**config.mk**
```make
export PLATFORM = sky130hd
export DESIGN_NAME = mem_stage_flat
export DESIGN_NICKNAME = d
export VERILOG_FILES = /design/src/rtl/cpu_pkg.sv /design/src/rtl/mem_stage_if.sv /design/src/rtl/load_align.sv /design/src/rtl/mem_stage.sv /design/src/flat_wrapper.sv
export SDC_FILE = /design/constraint.sdc
export NUM_CORES = 1
export LEC_CHECK = 0
export CAP_MARGIN = 30
export CORE_MARGIN = 3
export CORE_UTILIZATION = 42
export DETAILED_ROUTE_END_ITERATION = 10
export PLACE_DENSITY_LB_ADDON = 0.08
export SYNTH_ARGS = -nofsm -noshare
export SYNTH_HDL_FRONTEND = slang
export SYNTH_SLANG_ARGS = --single-unit
```
**constraint.sdc**
```tcl
create_clock -name clk -period 3 [get_ports clk]
set_clock_uncertainty 0.15 [all_clocks]
set_input_delay 0.6 -clock clk [delete_from_list [all_inputs] [get_ports clk]]
set_output_delay 0.6 -clock clk [all_outputs]
set_load 0.05 [all_outputs]
```
**src/rtl/cpu_pkg.sv**
```systemverilog
// Shared pipeline definitions: exception-bundle layout, load one-hot positions,
// and small extension helpers used by the memory stage and later AXI stages.
package cpu_pkg;

    localparam int unsigned XLEN       = 32;
    localparam int unsigned RF_AW      = 5;
    localparam int unsigned CSR_NUM_W  = 14;
    localparam int unsigned EX_ZIP_W   = 86;
    localparam int unsigned EX_CAUSE_W = 7;
    localparam int unsigned LD_INST_W  = 5;

    // Exception-zip bit indices (low cause field)
    localparam int unsigned EX_ALE  = 0;
    localparam int unsigned EX_INE  = 1;
    localparam int unsigned EX_BRK  = 2;
    localparam int unsigned EX_SYS  = 3;
    localparam int unsigned EX_ADEF = 4;
    localparam int unsigned EX_INT  = 5;
    localparam int unsigned EX_ERTN = 6;

    // es_ld_inst one-hot bit positions
    localparam int unsigned LD_B    = 4;
    localparam int unsigned LD_BU   = 3;
    localparam int unsigned LD_H    = 2;
    localparam int unsigned LD_HU   = 1;
    localparam int unsigned LD_WORD = 0;

    // Exception bundle, MSB first
    typedef struct packed {
        logic                 csr_we;
        logic [XLEN-1:0]      csr_wmask;
        logic [XLEN-1:0]      csr_wvalue;
        logic [CSR_NUM_W-1:0] csr_num;
        logic                 ertn;
        logic                 has_int;
        logic                 adef;
        logic                 sys;
        logic                 brk;
        logic                 ine;
        logic                 ale;
    } ex_zip_t;

    // Byte to word, signed or unsigned
    function automatic logic [XLEN-1:0] ext8(input logic [7:0] b, input logic sgn);
        return {{(XLEN-8){sgn & b[7]}}, b};
    endfunction

    // Halfword to word, signed or unsigned
    function automatic logic [XLEN-1:0] ext16(input logic [15:0] h, input logic sgn);
        return {{(XLEN-16){sgn & h[15]}}, h};
    endfunction

endpackage

```
**src/rtl/mem_stage_if.sv**
```systemverilog
// EX -> MS pipeline link: EX payload plus the MS allow-in back-pressure.
interface mem_stage_if;
    import cpu_pkg::*;

    logic                  es_to_ms_valid;
    logic [XLEN-1:0]       es_pc;
    logic                  es_rf_we;
    logic [RF_AW-1:0]      es_rf_waddr;
    logic [XLEN-1:0]       es_result;
    logic                  es_res_from_mem;
    logic [LD_INST_W-1:0]  es_ld_inst;
    logic                  es_csr_re;
    logic [EX_ZIP_W-1:0]   es_ex_zip;
    logic                  ms_allowin;

    // EX side drives the payload
    modport master (
        output es_to_ms_valid, es_pc, es_rf_we, es_rf_waddr, es_result,
               es_res_from_mem, es_ld_inst, es_csr_re, es_ex_zip,
        input  ms_allowin
    );

    // MS side consumes the payload
    modport slave (
        input  es_to_ms_valid, es_pc, es_rf_we, es_rf_waddr, es_result,
               es_res_from_mem, es_ld_inst, es_csr_re, es_ex_zip,
        output ms_allowin
    );

endinterface

```
**src/rtl/load_align.sv**
```systemverilog
// Combinational load data select and sign/zero extension from a 32-bit word.
module load_align
    import cpu_pkg::*;
(
    input  logic [XLEN-1:0]      raw_i,
    input  logic [1:0]           addr_i,
    input  logic [LD_INST_W-1:0] ld_inst_i,
    output logic [XLEN-1:0]      result_o
);

    logic [7:0]  byte_sel;
    logic [15:0] half_sel;

    // Pick the addressed byte and halfword
    always_comb begin
        byte_sel = raw_i[7:0];
        case (addr_i)
            2'd0:    byte_sel = raw_i[7:0];
            2'd1:    byte_sel = raw_i[15:8];
            2'd2:    byte_sel = raw_i[23:16];
            default: byte_sel = raw_i[31:24];
        endcase
        half_sel = addr_i[1] ? raw_i[31:16] : raw_i[15:0];
    end

    // Extend according to the load type; non-loads see the raw word
    always_comb begin
        result_o = raw_i;
        if (ld_inst_i[LD_B]) begin
            result_o = ext8(byte_sel, 1'b1);
        end else if (ld_inst_i[LD_BU]) begin
            result_o = ext8(byte_sel, 1'b0);
        end else if (ld_inst_i[LD_H]) begin
            result_o = ext16(half_sel, 1'b1);
        end else if (ld_inst_i[LD_HU]) begin
            result_o = ext16(half_sel, 1'b0);
        end
    end

endmodule

```
**src/rtl/mem_stage.sv**
```systemverilog
// Memory-access pipeline stage between EX and WB: latches the EX payload,
// buffers the one-cycle SRAM read data across WB stalls, aligns load data and
// exposes GR write / forwarding info.
// Optional: define MS_FWD_EN to let ID bypass from this stage (ms_fwd_valid).
module mem_stage
    import cpu_pkg::*;
(
    input  logic                 clk,
    input  logic                 reset,
    input  logic                 ws_allowin,
    mem_stage_if.slave           es_if,
    input  logic [XLEN-1:0]      data_sram_rdata,
    input  logic                 wb_ex,
    output logic                 ms_to_ws_valid,
    output logic [XLEN-1:0]      ms_pc,
    output logic                 ms_rf_we,
    output logic [RF_AW-1:0]     ms_rf_waddr,
    output logic [XLEN-1:0]      ms_rf_wdata,
    output logic                 ms_csr_re,
    output logic [EX_ZIP_W-1:0]  ms_ex_zip,
    output logic                 ms_ex,
    output logic                 ms_fwd_valid
);

    logic                 ms_valid_q,        ms_valid_d;
    logic                 ms_fresh_q,        ms_fresh_d;
    logic                 hold_v_q,          hold_v_d;
    logic [XLEN-1:0]      rdata_hold_q,      rdata_hold_d;
    logic [XLEN-1:0]      ms_pc_q,           ms_pc_d;
    logic                 ms_rf_we_q,        ms_rf_we_d;
    logic [RF_AW-1:0]     ms_rf_waddr_q,     ms_rf_waddr_d;
    logic [XLEN-1:0]      ms_result_q,       ms_result_d;
    logic                 ms_res_from_mem_q, ms_res_from_mem_d;
    logic [LD_INST_W-1:0] ms_ld_inst_q,      ms_ld_inst_d;
    logic                 ms_csr_re_q,       ms_csr_re_d;
    ex_zip_t              ms_ex_zip_q,       ms_ex_zip_d;

    logic            allowin;
    logic            accept;
    logic            transfer;
    logic            has_ex;
    logic [XLEN-1:0] raw_rdata;
    logic [XLEN-1:0] load_data;

    // Handshake: single-cycle stage, a flush always empties it
    assign allowin        = !ms_valid_q | ws_allowin | wb_ex;
    assign accept         = es_if.es_to_ms_valid & allowin;
    assign ms_to_ws_valid = ms_valid_q & ~wb_ex;
    assign transfer       = ms_to_ws_valid & ws_allowin;
    assign es_if.ms_allowin = allowin;

    // Any cause bit or ertn marks the instruction as excepting
    assign has_ex = ms_ex_zip_q.ale  | ms_ex_zip_q.ine     | ms_ex_zip_q.brk  |
                    ms_ex_zip_q.sys  | ms_ex_zip_q.adef    | ms_ex_zip_q.has_int |
                    ms_ex_zip_q.ertn;

    // SRAM data is live only in the first cycle; afterwards use the hold copy
    assign raw_rdata = hold_v_q ? rdata_hold_q : data_sram_rdata;

    load_align u_load_align (
        .raw_i     (raw_rdata),
        .addr_i    (ms_result_q[1:0]),
        .ld_inst_i (ms_ld_inst_q),
        .result_o  (load_data)
    );

    // Next-state: valid/fresh tracking, payload capture and read-data hold
    always_comb begin
        ms_valid_d        = ms_valid_q;
        ms_fresh_d        = 1'b0;
        hold_v_d          = hold_v_q;
        rdata_hold_d      = rdata_hold_q;
        ms_pc_d           = ms_pc_q;
        ms_rf_we_d        = ms_rf_we_q;
        ms_rf_waddr_d     = ms_rf_waddr_q;
        ms_result_d       = ms_result_q;
        ms_res_from_mem_d = ms_res_from_mem_q;
        ms_ld_inst_d      = ms_ld_inst_q;
        ms_csr_re_d       = ms_csr_re_q;
        ms_ex_zip_d       = ms_ex_zip_q;

        if (wb_ex) begin
            ms_valid_d = 1'b0;
        end else if (allowin) begin
            ms_valid_d = es_if.es_to_ms_valid;
        end

        if (accept) begin
            ms_fresh_d        = ~wb_ex;
            ms_pc_d           = es_if.es_pc;
            ms_rf_we_d        = es_if.es_rf_we;
            ms_rf_waddr_d     = es_if.es_rf_waddr;
            ms_result_d       = es_if.es_result;
            ms_res_from_mem_d = es_if.es_res_from_mem;
            ms_ld_inst_d      = es_if.es_ld_inst;
            ms_csr_re_d       = es_if.es_csr_re;
            ms_ex_zip_d       = ex_zip_t'(es_if.es_ex_zip);
        end

        // A stall in the first cycle would lose the SRAM data, so keep a copy
        if (wb_ex | transfer) begin
            hold_v_d = 1'b0;
        end else if (ms_fresh_q & ~ws_allowin) begin
            hold_v_d     = 1'b1;
            rdata_hold_d = data_sram_rdata;
        end
    end

    // State registers with synchronous reset
    always_ff @(posedge clk) begin
        if (reset) begin
            ms_valid_q        <= 1'b0;
            ms_fresh_q        <= 1'b0;
            hold_v_q          <= 1'b0;
            rdata_hold_q      <= '0;
            ms_pc_q           <= '0;
            ms_rf_we_q        <= 1'b0;
            ms_rf_waddr_q     <= '0;
            ms_result_q       <= '0;
            ms_res_from_mem_q <= 1'b0;
            ms_ld_inst_q      <= '0;
            ms_csr_re_q       <= 1'b0;
            ms_ex_zip_q       <= '0;
        end else begin
            ms_valid_q        <= ms_valid_d;
            ms_fresh_q        <= ms_fresh_d;
            hold_v_q          <= hold_v_d;
            rdata_hold_q      <= rdata_hold_d;
            ms_pc_q           <= ms_pc_d;
            ms_rf_we_q        <= ms_rf_we_d;
            ms_rf_waddr_q     <= ms_rf_waddr_d;
            ms_result_q       <= ms_result_d;
            ms_res_from_mem_q <= ms_res_from_mem_d;
            ms_ld_inst_q      <= ms_ld_inst_d;
            ms_csr_re_q       <= ms_csr_re_d;
            ms_ex_zip_q       <= ms_ex_zip_d;
        end
    end

    // Outputs to WB; an excepting instruction never writes the GR file
    assign ms_pc       = ms_pc_q;
    assign ms_ex       = ms_valid_q & has_ex;
    assign ms_rf_we    = ms_valid_q & ms_rf_we_q & ~ms_ex;
    assign ms_rf_waddr = ms_rf_waddr_q;
    assign ms_rf_wdata = ms_res_from_mem_q ? load_data : ms_result_q;
    assign ms_csr_re   = ms_csr_re_q;
    assign ms_ex_zip   = EX_ZIP_W'(ms_ex_zip_q);

`ifdef MS_FWD_EN
    // ID may bypass the write data, including aligned load data
    assign ms_fwd_valid = ms_valid_q & ms_rf_we_q & ~ms_ex;
`else
    // No bypass: ID stalls on any MS write-address match
    assign ms_fwd_valid = 1'b0;
`endif

endmodule

```
**src/flat_wrapper.sv**
```systemverilog
// flat-port wrapper written by rule: the top's interface ports become plain ports
module mem_stage_flat import cpu_pkg::*;
  (clk, reset, ws_allowin, data_sram_rdata, wb_ex, ms_to_ws_valid, ms_pc, ms_rf_we, ms_rf_waddr, ms_rf_wdata, ms_csr_re, ms_ex_zip, ms_ex, ms_fwd_valid, es_if_es_to_ms_valid, es_if_es_pc, es_if_es_rf_we, es_if_es_rf_waddr, es_if_es_result, es_if_es_res_from_mem, es_if_es_ld_inst, es_if_es_csr_re, es_if_es_ex_zip, es_if_ms_allowin);
  mem_stage_if es_if_i ();
  input  logic clk;
  input  logic reset;
  input  logic ws_allowin;
  input  logic [XLEN-1:0] data_sram_rdata;
  input  logic wb_ex;
  output logic ms_to_ws_valid;
  output logic [XLEN-1:0] ms_pc;
  output logic ms_rf_we;
  output logic [RF_AW-1:0] ms_rf_waddr;
  output logic [XLEN-1:0] ms_rf_wdata;
  output logic ms_csr_re;
  output logic [EX_ZIP_W-1:0] ms_ex_zip;
  output logic ms_ex;
  output logic ms_fwd_valid;
  input wire logic [$bits(es_if_i.es_to_ms_valid)-1:0] es_if_es_to_ms_valid;
  input wire logic [$bits(es_if_i.es_pc)-1:0] es_if_es_pc;
  input wire logic [$bits(es_if_i.es_rf_we)-1:0] es_if_es_rf_we;
  input wire logic [$bits(es_if_i.es_rf_waddr)-1:0] es_if_es_rf_waddr;
  input wire logic [$bits(es_if_i.es_result)-1:0] es_if_es_result;
  input wire logic [$bits(es_if_i.es_res_from_mem)-1:0] es_if_es_res_from_mem;
  input wire logic [$bits(es_if_i.es_ld_inst)-1:0] es_if_es_ld_inst;
  input wire logic [$bits(es_if_i.es_csr_re)-1:0] es_if_es_csr_re;
  input wire logic [$bits(es_if_i.es_ex_zip)-1:0] es_if_es_ex_zip;
  output wire logic [$bits(es_if_i.ms_allowin)-1:0] es_if_ms_allowin;
  assign es_if_i.es_to_ms_valid = es_if_es_to_ms_valid;
  assign es_if_i.es_pc = es_if_es_pc;
  assign es_if_i.es_rf_we = es_if_es_rf_we;
  assign es_if_i.es_rf_waddr = es_if_es_rf_waddr;
  assign es_if_i.es_result = es_if_es_result;
  assign es_if_i.es_res_from_mem = es_if_es_res_from_mem;
  assign es_if_i.es_ld_inst = es_if_es_ld_inst;
  assign es_if_i.es_csr_re = es_if_es_csr_re;
  assign es_if_i.es_ex_zip = es_if_es_ex_zip;
  assign es_if_ms_allowin = es_if_i.ms_allowin;
  mem_stage u_core (.clk(clk), .reset(reset), .ws_allowin(ws_allowin), .es_if(es_if_i), .data_sram_rdata(data_sram_rdata), .wb_ex(wb_ex), .ms_to_ws_valid(ms_to_ws_valid), .ms_pc(ms_pc), .ms_rf_we(ms_rf_we), .ms_rf_waddr(ms_rf_waddr), .ms_rf_wdata(ms_rf_wdata), .ms_csr_re(ms_csr_re), .ms_ex_zip(ms_ex_zip), .ms_ex(ms_ex), .ms_fwd_valid(ms_fwd_valid));
endmodule
```
---- After elaboration in Yosys (flattened, before gate mapping) ----
Index checks and enable logic that the tools add are counted.
word-level totals
  input bits .............................. 200
  register bits after elaboration ......... 198
  word-level logic and storage cells ...... 59
operators by class
  reductions and logical operators ........ 6
  equal/unequal tests ..................... 2
  bitwise gates (word level) .............. 21
  muxes and demuxes ....................... 8
operators with widths
  kind                  count
  $mux W32              6
  $pmux W8 S3           1
  $mux W16              1
  $or A1 B1 Y1          9
  $and A1 B1 Y1         7
  $reduce_or A2 Y1      3
  $not A1 Y1            5
  $eq A2 B1 Y1 const B  1
  $eq A2 B2 Y1 const B  1
  $logic_not A2 Y1      1
  $reduce_and A2 Y1     1
  $logic_not A1 Y1      1

---- Depth between registers and ports, before layout ----
Gate-level depths: netlist of run 1.
  word-level depth ........................ 9
  gate-level depth with buffers ........... 8
  mapped depth without buffers ............ 4

---- By module ----
A second synthesis of run 1 with hierarchy kept.
second synthesis, totals
  cells, all modules ...................... 1098
  area total of the unflattened synthesis .. 9738.1 µm²
modules (own cells, without submodules)
  module      cells each  sequential area each (µm²)  instances  area each (µm²)
  mem_stage   974         3963.8                      1          9024.9
  load_align  124         0.0                         1          713.2

---- Least setup slack after synthesis of run 1 ----
OpenSTA, ideal clock, no wires.
  kind .................................... input to output
  start point ............................. input data_sram_rdata[31]
  end point ............................... output ms_rf_wdata[21]
  cell stages on the path ................. 5
  setup slack ............................. 0.003 ns
  arrival ................................. 2.247 ns
  buffers on the path ..................... 1
  cells stage by stage .................... mux2_4 -> mux4_2 -> a211o_4 -> buf_6 -> o22a_1
between the ends
  longest elaborated chain between the ends .. 6
RTL lines
  element          RTL line            RTL
  start, declared  flat_wrapper.sv:8   input logic [XLEN-1:0] data_sram_rdata;
  $mux W32 (*)     mem_stage.sv:58     assign raw_rdata = hold_v_q ? rdata_hold_q : data_sram_rdata;
  $mux W16         load_align.sv:23    half_sel = addr_i[1] ? raw_i[31:16] : raw_i[15:0];
  $mux W32         load_align.sv:33    end else if (ld_inst_i[LD_H]) begin
  $mux W32         load_align.sv:31    end else if (ld_inst_i[LD_BU]) begin
  $mux W32 (*)     load_align.sv:29    if (ld_inst_i[LD_B]) begin
  $mux W32 (*)     mem_stage.sv:145    assign ms_rf_wdata = ms_res_from_mem_q ? load_data : ms_result_q;
  end, declared    flat_wrapper.sv:14  output logic [XLEN-1:0] ms_rf_wdata;
Every way passes the cells marked *; elsewhere a longest branch is shown, timed or not.

---- Worst setup path in the final report of run 1 ----
  start point ............................. register u_core.hold_v_q
  end point ............................... output ms_rf_wdata[22]
between the ends
  longest elaborated chain between the ends .. 6
RTL lines
  element                                      RTL line                            RTL
  start, declared                              mem_stage.sv:27                     logic hold_v_q, hold_v_d;
  start signal, assigned                       mem_stage.sv:127                    hold_v_q <= hold_v_d;
  $mux W32 (*)                                 mem_stage.sv:58
  $mux W32 / $mux W16 (equally long branches)  load_align.sv:35, load_align.sv:23
  $mux W32                                     load_align.sv:33
  $mux W32                                     load_align.sv:31
  $mux W32 (*)                                 load_align.sv:29
  $mux W32 (*)                                 mem_stage.sv:145
Marks and branches as above.

==> flow_summary.json, run 1 <==
{
  "r2r_start": "u_core.ms_valid_q",
  "critPathKind": "flip-flop to primary output",
  "period_needed_ns": 3.24,
  "die_h_um": 145,
  "finalHoldViolations": 0,
  "synth_cell_type_count": 37,
  "ctsLongestPathBuffers": 2,
  "tightestPinTransition_ns": 0.633,
  "start_util_pct": 43.1,
  "grt_usage_pct": 26.2,
  "synthTopCellsByArea": "dfxtp_1 (49%), nand2_1 (19%), a21oi_1 (12%), mux2i_1 (3.6%), mux4_2 (2.8%)",
  "reg2reg_depth": 5,
  "whs_endpoint": "u_core.ms_pc[2]",
  "grt_max_degree": 57,
  "core-area_um2": 18800,
  "antenna_found_initial": 2,
  "synth_edf_count": 0,
  "drc": 0,
  "dr.pass1.iters": 7,
  "postSynthCellCount": 1048,
  "final_net_count": 1577,
  "drive_gt1_share_pct": 9.86,
  "p_total_mw": 6.85,
  "power_frac_seq_pct": 41.2,
  "vias": 8427,
  "fmax_ghz": 0.308,
  "drt-vias-per-instance": 5.11,
  "die_area_um2": 21000,
  "yosysSeqAreaShare_pct": 48.5,
  "routed_wl_um": 28600,
  "synth_seq_cells": 197,
  "whs_ns": 0.303,
  "grt_pass1_vias": 8068,
  "clkSlewWorstSetupHoldPaths_ns": 0.07,
  "clock_latency_ns": 0.42,
  "rsz0062_at_grt": "yes",
  "cts_made_buffers": 17,
  "routabilityCongestion": 0.924,
  "hp-start": "u_core.ms_pc[2]",
  "r2r_slack_ns": 0.94,
  "p_leak_nw": 4.87,
  "synth_top_area_share_pct": 48.5,
  "ant_nets": 0,
  "dp_hpwl_um": 20200,
  "htree_num_levels": 4,
  "drt-initial-drc-count": 638,
  "swShare_pct": 30.1,
  "hp-class": "flip-flop to flip-flop",
  "syn_avg_cell_area_um2": 7.75,
  "routedWlPerCell_um": 17.4,
  "critPathArrivalTime_ns": 2.49,
  "io_pins": 361,
  "slew_violations": 0,
  "p_int_mw": 4.79,
  "cts_hold_buf": 0,
  "ys.flop_type": "dfxtp_1",
  "p_clk_share_pct": 35.2,
  "num_rows": 50,
  "final-instance-count-excl-fill": 1650,
  "async_flop_share_pct": 0,
  "root_buffer": "clkbuf_16",
  "synthToLayoutAreaGrowth_pct": 58.4,
  "worstSetupStartpointType": "flip-flop",
  "fin_crit_sh_pct": 108,
  "end_kind": "primary output",
  "tritoncts": "yes",
  "p_sw_mw": 2.06,
  "dpl_worst_slack_ns": -0.464,
  "syn_nets": 1248,
  "grt-ovfl-total": 0,
  "nFillCells": 1550,
  "r2r_end": "u_core.ms_result_q[5]",
  "path_max_fanout": 8,
  "netlist_area_um2": 8120,
  "port_buffers": 358,
  "required_ns": 2.25,
  "yosysTopAreaCell": "dfxtp_1",
  "grt_pass1_wl_um": 44200,
  "cellPowerDensity_nw_per_um2": 533,
  "min_path_cells": 2,
  "ir_drop_mv": 0.409,
  "yosys_warnings": 0,
  "place_area_um2": 12000,
  "design_area_um2": 12900,
  "max_slew_margin_pct": 57.8,
  "die_w_um": 145,
  "n_antenna_cell": 0,
  "combPwrFrac_pct": 23.6,
  "max-cap-violations": 0,
  "cts_sinks": 197,
  "final-setup-viol-count": 25,
  "setup_ws_ns": -0.243,
  "outcome": "complete, but fails checks",
  "dp_cells": 1611,
  "violations": "negative setup slack"
}
[worst max-delay path, cell delays in order (launching register included)]
cell and delay, ns:
dfxtp_4 0.41, mux2_4 0.32, mux4_2 0.55, a211o_4 0.42, o22a_1 0.21, buf_6 0.15
[cell usage after synthesis (all sizes together) (2+ instances only)]
cell,n
a31oi,9
o21ai,9
mux4,10
o211ai,3
a21oi,196
nor3,3
nand3,12
o22a,16
dfxtp,197
inv,3
nor2b,9
clkbuf,59
a22o,2
a221oi,6
buf,26
mux2,6
mux2i,29
nand2,409
and3,3
nand2b,2
nor2,26
and2,3
[power groups by stage]
stage / Combinational (mW) / Sequential [mW] / Clock [mW]
2_1_floorplan: 0.561 / 3.19 / 0
3_3_place_gp: 1.57 / 2.87 / 0
3_5_place_dp: 1.58 / 2.88 / 0
4_1_cts: 1.61 / 2.82 / 2.48
5_1_grt: 1.71 / 2.83 / 2.59
6_report: 1.62 / 2.82 / 2.41
[sequential cells by signal (all words and copies together), names as in the netlist]
name,flops
u_core.ms_pc,32
u_core.rdata_hold_q,32
u_core.ms_fresh_q,1
u_core.ms_ex_zip,86
u_core.hold_v_q,1
u_core.ms_result_q,32
u_core.ms_valid_q,1
u_core.ms_res_from_mem_q,1
u_core.ms_rf_waddr,5
u_core.ms_csr_re,1
u_core.ms_ld_inst_q,4
u_core.ms_rf_we_q,1
[logic make-up (layout without fill, tap and decap cells)]
logic type	count (synthesis)	count (layout)	share of synthesized area (%)
AO/OA/AOI/OAI	247	248	16.9
buffers and inverters	88	429	4.60
flip-flops	197	197	48.5
multiplexers	45	45	7.27
other	1	1	0.0462
AND/OR/NAND/NOR	470	470	22.6
[timing repair]
item / 4_1_cts / 5_1_grt
pin swaps: 18 / 2
cloned: 1 / 1
resized for setup: 31 / 18
buffers inserted: 2 / 3
endpoints found under the setup margin: 32 / 33
[metrics by stage]
stage	utilization [%]	TNS, ns
6_report	68.3	-4.09
5_1_grt	68.3	-5.80
4_1_cts	67.7	-4.52
3_5_place_dp	63.8	-10.36
3_3_place_gp	63.8	-9.05
2_1_floorplan	-	0
[per-layer routing]
layer / global-route usage [%] / vias up / part of all wire [%]
li1: - / 4137 / -
met1: 29.2 / 3916 / 38
met2: 46.9 / 322 / 52
met5: 0 / - / 0.084
met3: 9.37 / 48 / 8.0
met4: 8.17 / 4 / 2.4
[worst max-delay path by stage]
stage	from	cells past startpoint	end
finish	u_core.hold_v_q	5	ms_rf_wdata[22]
global route	u_core.hold_v_q	5	ms_rf_wdata[20]
CTS	u_core.hold_v_q	5	ms_rf_wdata[20]
detailed placement	data_sram_rdata[31]	6	ms_rf_wdata[20]
global placement	data_sram_rdata[23]	6	ms_rf_wdata[22]
floorplan	data_sram_rdata[31]	5	ms_rf_wdata[21]
[layout by cell type (no fill, tap or decap), types with 3 or more instances in the layout]
cell type	instances
nand2_1	407
clkdlybuf4s50_1	318
a21oi_1	196
dfxtp_1	192
buf_4	36
nor2_1	26
mux2i_1	25
clkbuf_16	18
buf_6	18
o22a_1	16
buf_12	15
nand3_1	12
mux4_2	10
a31oi_1	9
nor2b_1	8
o21ai_0	7
a221oi_1	5
mux2_4	4
dlygate4sd2_1	4
inv_1	3
mux2i_2	3
o211ai_1	3
nor3_1	3
bufinv_16	3
clkinvlp_4	3
dfxtp_2	3
[area by class of cell]
cell class / count / area [um2] / share of cell area [%]
clock inverter: 12 / 166 / 1.29
sequential: 197 / 3960 / 30.7
clock buffer: 20 / 457 / 3.55
inverter: 3 / 11.3 / 0.0875
tap: 260 / 325 / 2.53
multi-input combinational: 764 / 3890 / 30.3
timing repair buffer: 394 / 4060 / 31.5
Power figures use the tool's default switching activity.
==> run 2, diff against run 1 <==
CORE_UTILIZATION = 39   (was 42)
==> run 2 against run 1 <==
  * The run still ends with negative setup slack left
  * Worst hold slack better by 0.0011 ns
  * Global-route usage down 1.4 points
  * Power down 1.3%
==> flow_summary.json, run 2 (synthesis gave the netlist of run 1 again) <==
{
  "reg2reg_depth": 5,
  "required_ns": 2.25,
  "io_pins": 361,
  "drt-initial-drc-count": 499,
  "drc": 0,
  "worstSetupStartpointType": "flip-flop",
  "cts_made_buffers": 17,
  "cp_slowest_cell": "mux4_2",
  "outcome": "complete, but fails checks",
  "hp-start": "u_core.ms_pc[18]",
  "dr.pass1.iters": 4,
  "cts_sinks": 197,
  "antenna_found_initial": 1,
  "synthToLayoutAreaGrowth_pct": 57.6,
  "period_needed_ns": 3.25,
  "routed_wl_um": 28900,
  "ir_drop_mv": 0.372,
  "critPathArrivalTime_ns": 2.50,
  "dpl_worst_slack_ns": -0.448,
  "routedWlPerCell_um": 17.4,
  "final_net_count": 1580,
  "setup_ws_ns": -0.247,
  "root_buffer": "clkbuf_16",
  "drive_gt1_share_pct": 9.63,
  "path_buf_inv": 1,
  "grt_max_degree": 81,
  "clkSlewWorstSetupHoldPaths_ns": 0.07,
  "ctsLongestPathBuffers": 2,
  "routabilityCongestion": 0.896,
  "start_util_pct": 39.9,
  "hp-class": "flip-flop to flip-flop",
  "core-area_um2": 20400,
  "fin_tns_setup_ns": -4.70,
  "die_w_um": 150,
  "largest_reg_flops": 86,
  "grt_pass1_wl_um": 43400,
  "cellPowerDensity_nw_per_um2": 528,
  "clock_latency_ns": 0.43,
  "slew_violations": 0,
  "port_buffers": 358,
  "drt-vias-per-instance": 4.97,
  "finalHoldViolations": 0,
  "grt_pass1_vias": 7905,
  "end_kind": "primary output",
  "vias": 8273,
  "fmax_ghz": 0.308,
  "min_path_cells": 2,
  "critPathKind": "flip-flop to primary output",
  "dp_cells": 1628,
  "max_slew_margin_pct": 55.2,
  "num_rows": 52,
  "final_cell_mix": "nand2_1 (407), clkdlybuf4s50_1 (318), a21oi_1 (196)",
  "rsz0062_at_grt": "yes",
  "tightestPinTransition_ns": 0.672,
  "crit_chain": "mux2_4, mux4_2, a211o_4, o22a_1, buf_6",
  "violations": "negative setup slack",
  "max-cap-violations": 0,
  "die_h_um": 150,
  "ant_nets": 0,
  "grt-ovfl-total": 0,
  "final-instance-count-excl-fill": 1664,
  "htree_num_levels": 4,
  "dp_hpwl_um": 20700,
  "whs_endpoint": "u_core.ms_pc[18]",
  "r2r_slack_ns": 0.99,
  "final-setup-viol-count": 25,
  "grt_usage_pct": 24.8,
  "r2r_end": "u_core.ms_ex_zip[11]",
  "p_leak_nw": 4.85,
  "tritoncts": "yes",
  "slowest_delay_ns": 0.55,
  "die_area_um2": 22600,
  "critical-path-top-delay-family": "multiplexers",
  "whs_ns": 0.304,
  "final_common_cell": "nand2_1",
  "path_max_fanout": 8,
  "fin_crit_sh_pct": 108,
  "cts_hold_buf": 0,
  "r2r_start": "u_core.ms_valid_q"
}
-- run 2: cell types whose count changed in the layout (fill, tap and decap cells not counted), sizes merged --
cell | before | now
clkinv | 2 | 7
buf | 70 | 73
clkbuf | 21 | 18
clkinvlp | 3 | 0
bufinv | 3 | 1
diode | 0 | 2
inv | 7 | 9
-- run 2: worst max path at each step --
stage | from | to | slack [ns] | depth (start not counted)
CTS | u_core.hold_v_q | ms_rf_wdata[21] | -0.26 | 5
global route | u_core.hold_v_q | ms_rf_wdata[17] | -0.30 | 5
finish | u_core.hold_v_q | ms_rf_wdata[17] | -0.25 | 5
global placement | data_sram_rdata[23] | ms_rf_wdata[31] | -0.41 | 6
floorplan | data_sram_rdata[31] | ms_rf_wdata[21] | 0.003 | 5
detailed placement | data_sram_rdata[31] | ms_rf_wdata[21] | -0.45 | 6
-- run 2: metrics by stage --
| stage | util (%) | power (mW) | area [um2] |
|---|---|---|---|
| after detailed placement | 59.2 | 4.46 | 12100 |
| final | 62.9 | 6.76 | 12800 |
| after CTS | 62.6 | 6.81 | 12800 |
| after global placement | 59.2 | 4.45 | 12100 |
| after global routing | 62.8 | 7.02 | 12800 |
| after floorplan | - | 3.75 | 8120 |
-- run 2: report_power, final --
| part | switching (mW) | internal [mW] | total (mW) |
|---|---|---|---|
| clock | 1.14 | 1.19 | 2.33 |
| combinational | 0.953 | 0.669 | 1.62 |
| sequential | 0.0720 | 2.74 | 2.81 |
| total | 2.16 | 4.60 | 6.76 |
-- run 2: cell type report --
cell class | count | area (um2)
Clock inverter | 14 | 166
Timing Repair Buffer | 397 | 4030
Antenna cell | 2 | 5.00
Multi-Input combinational cell | 764 | 3880
Fill cell | 1854 | 7560
Sequential cell | 197 | 3950
Tap cell | 270 | 338
Inverter | 3 | 11.3
Clock buffer | 17 | 425
-- run 2: timing repair --
item,in CTS,in global routing
setup endpoints to repair,32,33
pin swaps,17,2
gates cloned,1,0
setup buffers,1,2
resized for setup,29,11
-- run 2: worst register-to-register path, delay by kind of cell, from the launching register on --
| kind | cells | cell delay (ns) |
|---|---|---|
| and+or+nand+nor | 3 | 0.95 |
| DFF | 1 | 0.39 |
| buffers and inverters | 1 | 0.28 |
| AOI/OAI and AO/OA | 1 | 0.15 |
-- run 2: routing by layer --
metal	up-vias	track usage (%)	routed length (um)
met5	-	0	0
met4	0	7.32	528
met3	27	9.21	2560
met2	273	43.4	14800
met1	3834	28.3	11000
li1	4139	-	-
